===== src/rtl/fetch_queue_unit.sv =====
// Fetch-to-decode queue: DEPTH-entry FIFO feeding a registered decode stage, 1-cycle bypass when empty.
// Fetch sees fetch_ready low only when full; a taken redirect flushes queue and output stage.
module fetch_queue_unit #(
    parameter int                    DATA_WIDTH   = 32,
    parameter int                    ADDRESS_BITS = 20,
    parameter int                    DEPTH        = 4,
    parameter logic [DATA_WIDTH-1:0] NOP          = 32'h00000013
) (
    input  logic                           clock,
    input  logic                           reset,
    input  logic                           stall,
    input  logic [ADDRESS_BITS-1:0]        inst_PC_fetch,
    input  logic [DATA_WIDTH-1:0]          instruction_fetch,
    input  logic                           icache_valid,
    input  logic [1:0]                     next_PC_select_execute,
    input  logic                           branch_execute,
    output logic                           fetch_ready,
    output logic [ADDRESS_BITS-1:0]        inst_PC_decode,
    output logic [DATA_WIDTH-1:0]          instruction_decode,
    output logic                           decode_valid,
    output logic [$clog2(DEPTH+1)-1:0]     occupancy
);

    localparam int PTR_W = $clog2(DEPTH);
    localparam int OCC_W = $clog2(DEPTH+1);

    logic [ADDRESS_BITS-1:0] r_pc_mem   [DEPTH];
    logic [DATA_WIDTH-1:0]   r_inst_mem [DEPTH];
    logic [PTR_W-1:0]        r_wr_ptr;
    logic [PTR_W-1:0]        r_rd_ptr;
    logic [OCC_W-1:0]        r_occ;
    logic [ADDRESS_BITS-1:0] r_pc_dec;
    logic [DATA_WIDTH-1:0]   r_inst_dec;
    logic                    r_dec_vld;

    logic w_flush;
    logic w_empty;
    logic w_advance;
    logic w_pop;
    logic w_bypass;
    logic w_push;
    logic w_write;

    assign w_flush = (next_PC_select_execute == 2'b11) |
                     (next_PC_select_execute == 2'b10) |
                     ((next_PC_select_execute == 2'b01) & branch_execute);

    assign fetch_ready = (r_occ != OCC_W'(DEPTH));
    assign w_empty     = (r_occ == '0);
    assign w_advance   = ~w_flush & ~stall;
    assign w_pop       = w_advance & ~w_empty;
    assign w_bypass    = w_advance & w_empty & icache_valid;
    assign w_push      = icache_valid & fetch_ready & ~w_flush;
    // A bypassed word goes straight to the output stage and never occupies a slot
    assign w_write     = w_push & ~w_bypass;

    always_ff @(posedge clock) begin
        if (reset || w_flush) begin
            r_wr_ptr <= '0;
            r_rd_ptr <= '0;
            r_occ    <= '0;
        end else begin
            if (w_write) r_wr_ptr <= r_wr_ptr + PTR_W'(1);
            if (w_pop)   r_rd_ptr <= r_rd_ptr + PTR_W'(1);
            r_occ <= r_occ + OCC_W'(w_write) - OCC_W'(w_pop);
        end
    end

    always_ff @(posedge clock) begin
        if (!reset && w_write) begin
            r_pc_mem[r_wr_ptr]   <= inst_PC_fetch;
            r_inst_mem[r_wr_ptr] <= instruction_fetch;
        end
    end

    always_ff @(posedge clock) begin
        if (reset || w_flush) begin
            r_pc_dec   <= '0;
            r_inst_dec <= NOP;
            r_dec_vld  <= 1'b0;
        end else if (!stall) begin
            if (!w_empty) begin
                r_pc_dec   <= r_pc_mem[r_rd_ptr];
                r_inst_dec <= r_inst_mem[r_rd_ptr];
                r_dec_vld  <= 1'b1;
            end else if (icache_valid) begin
                r_pc_dec   <= inst_PC_fetch;
                r_inst_dec <= instruction_fetch;
                r_dec_vld  <= 1'b1;
            end else begin
                r_pc_dec   <= '0;
                r_inst_dec <= NOP;
                r_dec_vld  <= 1'b0;
            end
        end
    end

    assign inst_PC_decode     = r_pc_dec;
    assign instruction_decode = r_inst_dec;
    assign decode_valid       = r_dec_vld;
    assign occupancy          = r_occ;

endmodule


===== config.mk =====
export PLATFORM = sky130hd
export DESIGN_NAME = fetch_queue_unit
export DESIGN_NICKNAME = d
export VERILOG_FILES = /design/src/rtl/fetch_queue_unit.sv
export SDC_FILE = /design/constraint.sdc
export NUM_CORES = 1
export LEC_CHECK = 0
export CORE_AREA = 2 2 138 140
export CTS_CLUSTER_SIZE = 20
export DETAILED_ROUTE_END_ITERATION = 6
export DIE_AREA = 0 0 140 142
export HOLD_SLACK_MARGIN = 0.06
export MAX_ROUTING_LAYER = met4
export PLACE_DENSITY = 0.8
export SYNTH_ARGS = -nofsm -noshare
export SYNTH_HDL_FRONTEND = slang
export SYNTH_SLANG_ARGS = --single-unit
export TNS_END_PERCENT = 10

===== constraint.sdc =====
create_clock -name clock -period 3.9 [get_ports clock]
set_clock_uncertainty 0.2 [all_clocks]
set_input_delay 0.39 -clock clock [delete_from_list [all_inputs] [get_ports clock]]
set_output_delay 0.39 -clock clock [all_outputs]
set_load 0.005 [all_outputs]

Word level (Yosys, flattened, before mapping)
Memories as Yosys holds them, arrays and structs flattened. A register that Yosys moved wholly into a read port is not among the register bits. Index checks and enable logic that the tools add are counted.

Add/sub/neg operators: 4. Eq/ne operators: 4. Muxes and demuxes: 12. Bitwise gates (word level): 14. Reduce and logical (&&, ||, !) cells: 4.

Operator list (count): $mux W32 (2); $mux W20 (2); $and A1 B1 Y1 (8); $mux W2 (4); $add A2 B1 Y2 const B (2); $eq A2 B2 Y1 const B (2); $mux W1 (4); $not A1 Y1 (4); $add A3 B1 Y3 (1); $logic_not A3 Y1 (1); $ne A3 B3 Y1 const B (1); $sub A3 B1 Y3 (1); $eq A2 B1 Y1 const B (1); $or A1 B1 Y1 (2); $logic_and A1 B1 Y1 (1); $logic_not A1 Y1 (1); $logic_or A1 B1 Y1 (1).

Flip-flop bits (word level): 60. Memory bits (writable): 208. Input port bits: 59. Output and inout port bits: 57. Logic and storage cells: 46. Memories: 2.

Memories: r_inst_mem (depth 4, width 32, read ports 1, clocked after Yosys merged registers in 1, wr ports 1, RTL line 28) `logic [DATA_WIDTH-1:0] r_inst_mem [DEPTH];`; r_pc_mem (depth 4, width 20, read ports 1, clocked after Yosys merged registers in 1, wr ports 1, RTL line 27) `logic [ADDRESS_BITS-1:0] r_pc_mem [DEPTH];`.

Longest topological paths before layout
Depth after elaboration: 12. Gate-level depth with buffers: 12. Depth with buffers taken out: 11.

Worst setup path after synthesis
No wires, ideal clock.

Path type: input-to-reg. From: input stall. To: memory r_inst_mem[0][0], enable pin. Arrival time: 2327 ps. Required time: 3285 ps. Setup slack: 958 ps. Stages on the path: 4. Path buffers: 1. Path through: buf_2 nand2b_1 a21boi_1 and3_1.

Longest elaborated chain between the ends: 9.

RTL lines: start: declaration (RTL line 11) `input logic stall,`; $not A1 Y1 (RTL line 50) `assign w_advance = ~w_flush & ~stall;`; $and A1 B1 Y1 (RTL line 50); $and A1 B1 Y1 (2 in a row) (RTL line 52) `assign w_bypass = w_advance & w_empty & icache_valid;`; $not A1 Y1 (RTL line 55) `assign w_write = w_push & ~w_bypass;`; $and A1 B1 Y1 (RTL line 55); $logic_and A1 B1 Y1 (RTL line 70) `if (!reset && w_write) begin`; $mux W1 (RTL line 70); $mux W1 (not written as such) (RTL line 72) `r_inst_mem[r_wr_ptr] <= instruction_fetch;`; end: declaration (RTL line 28).

Every way passes these cells.

Worst setup path in the final report
From: register r_occ[1], in the netlist occupancy[1]. To: register r_occ[2], in the netlist occupancy[2].

Longest elaborated chain between the ends: 7.

RTL lines: start: declaration (RTL line 31) `logic [OCC_W-1:0] r_occ;`; start signal: assignment (RTL line 65) `r_occ <= r_occ + OCC_W'(w_write) - OCC_W'(w_pop);`; $logic_not A3 Y1 (RTL line 49) `assign w_empty = (r_occ == '0);`; $and A1 B1 Y1 (2 in a row) (RTL line 52); $not A1 Y1 (RTL line 55); $and A1 B1 Y1 (RTL line 55); $add A3 B1 Y3 (RTL line 65); $sub A3 B1 Y3 (*) (RTL line 65).

Every way passes the cells marked *; elsewhere a longest branch is shown, timed or not. A chain may end at the register's enable or synchronous reset.

==> summary.txt <==
Run status -> complete, but fails checks
Failing checks -> design-rule violations
Critical path's slowest cell -> dfxtp_1
Grt total ovfl -> 0
Row cnt -> 50
Worst EP required -> 4080 ps
Mapped Cells -> 511
Setup Buffers After CTS -> 0
Initial Utilization -> 53.7%
Power Density -> 471 nW/um2
Critical path startpoint category -> flip-flop
Die area -> 19900 um2
Cell taking the most area after synthesis -> edfxtp_1
Period Utilization, post-route -> 72.8%
First-pass GRT wire length -> 32200 um
Leakage power -> 0.00383 uW
DRC violation count after routing -> 16
Iteration-0 DRC Markers -> 694
Setup TNS -> 0 ps
Register-to-Register Path Depth -> 11
Skew-Pair Late Insertion Delay -> 510 ps
Most numerous cell in the Yosys netlist -> edfxtp_1
Slew HR -> 24.6%
CTS tree -> built
Total number of vias -> 5482
CTS Sinks -> 270
GRT Total Usage -> 21.6%
Final WL -> 20800 um
Commonest cells in the netlist -> edfxtp_1, dfxtp_1, nor2_1, mux4_2, a222oi_1
Die width -> 140 um
Fmax -> 0.352 GHz
Vias per cell -> 6.19
Flip-flop and latch count after synthesis -> 270
Worst Setup EP -> occupancy[2]
Setup violators final -> 0
Final antenna-violating net count -> 0
RePlAce Congestion -> 0.885
Slew Viols, Final -> 0
Unique masters post-synth -> 28
Top post-synthesis cells by area -> edfxtp_1, dfxtp_1, mux4_2
Core area -> 18500 um2
Synth Area in Adders -> 0.960%
RSZ-0062 raised after global routing -> no
Minimum clock period -> 2840 ps
Initial antenna violation count -> 1
Crit-path max FO -> 7
Crit path from -> occupancy[1]
Worst-Margin Slew -> 1130 ps
Post-synth top flop -> edfxtp_1
Cts hold-fix bufs -> 0
Nets -> 697
Mapped cell area -> 9900 um2
Crit Path Category -> reg2reg
Worst reg2reg path endpoint -> occupancy[2]
CP cell instances -> nor2_1 > a21boi_1 > nand2_1 > ha_1 > inv_1 > ha_1 > inv_1 > fa_1 > xor2_1 > xnor2_1 > nor2_1
First-pass iteration count of the detailed router -> 7
Synth Area in XOR/XNOR -> 0.442%
Wirelength per Cell -> 23.4 um
Origin of the critical flop-to-flop path -> occupancy[1]
HPWL Detailed -> 11900 um
Hold WC Path Type -> reg2reg
Sequential area share after synthesis -> 75.6%
Largest net degree at the start of global routing -> 53
CP Capture Type -> flip-flop
Area Growth Syn to Fin -> 22.4%
Share of the synthesized area in the top cell type -> 63.1%
Vert. Die Dim -> 142 um
Clk root buf -> clkbuf_16
Clock transition at path regs -> 60 ps
Syn_area_per_cell -> 19.4 um2
Final hold viol count -> 0
Main combinational cell family by area after synthesis -> multiplexers
Worst stage delay on the critical path -> 460 ps
Max-cap viol count -> 0
Simple-gate share of the synthesized area -> 3.28%
Clk buf depth -> 3
Port buffer count -> 115
Post-synthesis compound-gate area fraction -> 5.60%
Syn nets -> 577
Post-synth ARST share -> 0%
Vias in the first global route -> 5604
Pwr Total -> 5710 uW
Max VDD drop -> 0.326 mV
Mux contribution to synthesized area -> 11.9%
Ports -> 116
CTS resizes -> 0
CTS Buf Count -> 27
CTS H-tree lvls -> 1
Ys Warns -> 0
Layout cell share with drive strength beyond 1 -> 18.0%
Post-synth EDFFs -> 208
Fill count -> 1158
CP Data Arrival Time -> 3020 ps
Flop2flop setup slack -> 1060 ps
-- through the flow --
step                std cells  hold WS (ps)  instance area, um2  worst slack, ps  util, %
floorplan                 511           289                9900              958        -
global placement          836           301               11300              820     61.2
detailed placement        836           318               11300              652     61.2
CTS                       885           331               12100             1030     65.7
global route              886           357               12100              856     65.7
finish                    886           331               12100             1060     65.7
-- kinds of logic (layout without fill, tap and decap cells) --
family                     after synthesis  count (layout)
buffers and inverters                   41             181
DFF                                    270             270
and+or+nand+nor                         77              77
other                                    0               1
adders and majority gates                7               7
muxes                                   53              53
AOI/OAI and AO/OA                       58              58
xor gates and xnor gates                 5               5
-- critical path, delay by kind of cell, from the launching register on --
kind | cells | cell delay [ps]
flip-flops | 1 | 460
buffers and inverters | 2 | 130
AND/OR/NAND/NOR | 3 | 290
XOR/XNOR | 2 | 360
adder cells (fa/ha/maj) | 3 | 840
AO/OA/AOI/OAI | 1 | 420
-- registers in the layout (all words and copies together) (netlist names), named ones only --
| signal | flops |
|---|---|
| inst_PC_decode | 20 |
| r_pc_mem | 80 |
| r_wr_ptr | 2 |
| decode_valid | 1 |
| instruction_decode | 32 |
| occupancy | 3 |
| r_inst_mem | 128 |
| r_rd_ptr | 2 |
-- worst min-delay path by stage --
stage	slack (ps)	depth (start not counted)	endpoint	startpoint
after floorplan	290	0	r_inst_mem[0][0]	instruction_fetch[0]
after global placement	300	2	flip-flop	r_rd_ptr[1]
after detailed placement	320	2	instruction_decode[10]	instruction_decode[10]
after CTS	330	1	r_pc_mem[2][18]	inst_PC_fetch[18]
after global routing	360	2	inst_PC_decode[1]	inst_PC_decode[1]
final	330	2	instruction_decode[29]	instruction_decode[29]
-- layout by cell type (no fill, tap or decap), types with 2 or more instances in the layout --
| master | count |
|---|---|
| dfxtp_1 | 60 |
| clkbuf_8 | 5 |
| clkbuf_1 | 3 |
| and3_2 | 5 |
| clkinv_2 | 7 |
| a222oi_1 | 49 |
| and2_1 | 2 |
| inv_1 | 4 |
| edfxtp_1 | 208 |
| clkinv_1 | 5 |
| clkdlybuf4s50_1 | 114 |
| nor2_1 | 59 |
| a2bb2oi_1 | 3 |
| xnor2_1 | 4 |
| clkbuf_16 | 27 |
| buf_4 | 9 |
| o22ai_1 | 4 |
| ha_1 | 6 |
| mux4_2 | 52 |
| nand2_1 | 4 |
| buf_12 | 3 |
-- report_power, final --
part	total (uW)	switching [uW]	leakage (uW)	internal, uW
Combinational	220	113	0.00105	107
Sequential	3130	10.8	0.00238	3110
Clock	2370	1010	0.000412	1360
Total	5710	1130	0.00383	4580
-- area by class of cell --
cell class                      count  area (um2)  area share, %
Antenna cell                        1        2.50         0.0206
Clock buffer                       35         756           6.23
Clock inverter                     14        70.1          0.578
Inverter                            5        18.8          0.155
Multi-Input combinational cell    200        2220           18.3
Sequential cell                   270        7490           61.8
Tap cell                          234         293           2.42
Timing Repair Buffer              127        1270           10.5
-- routing by layer --
layer,wire length [um],up-vias,GRT usage (%)
met1,8310,2811,29.3
met2,10200,280,34.8
li1,-,2367,-
met5,0,-,-
met3,1960,24,4.21
met4,271,0,4.73
Power figures use the tool's default switching activity.
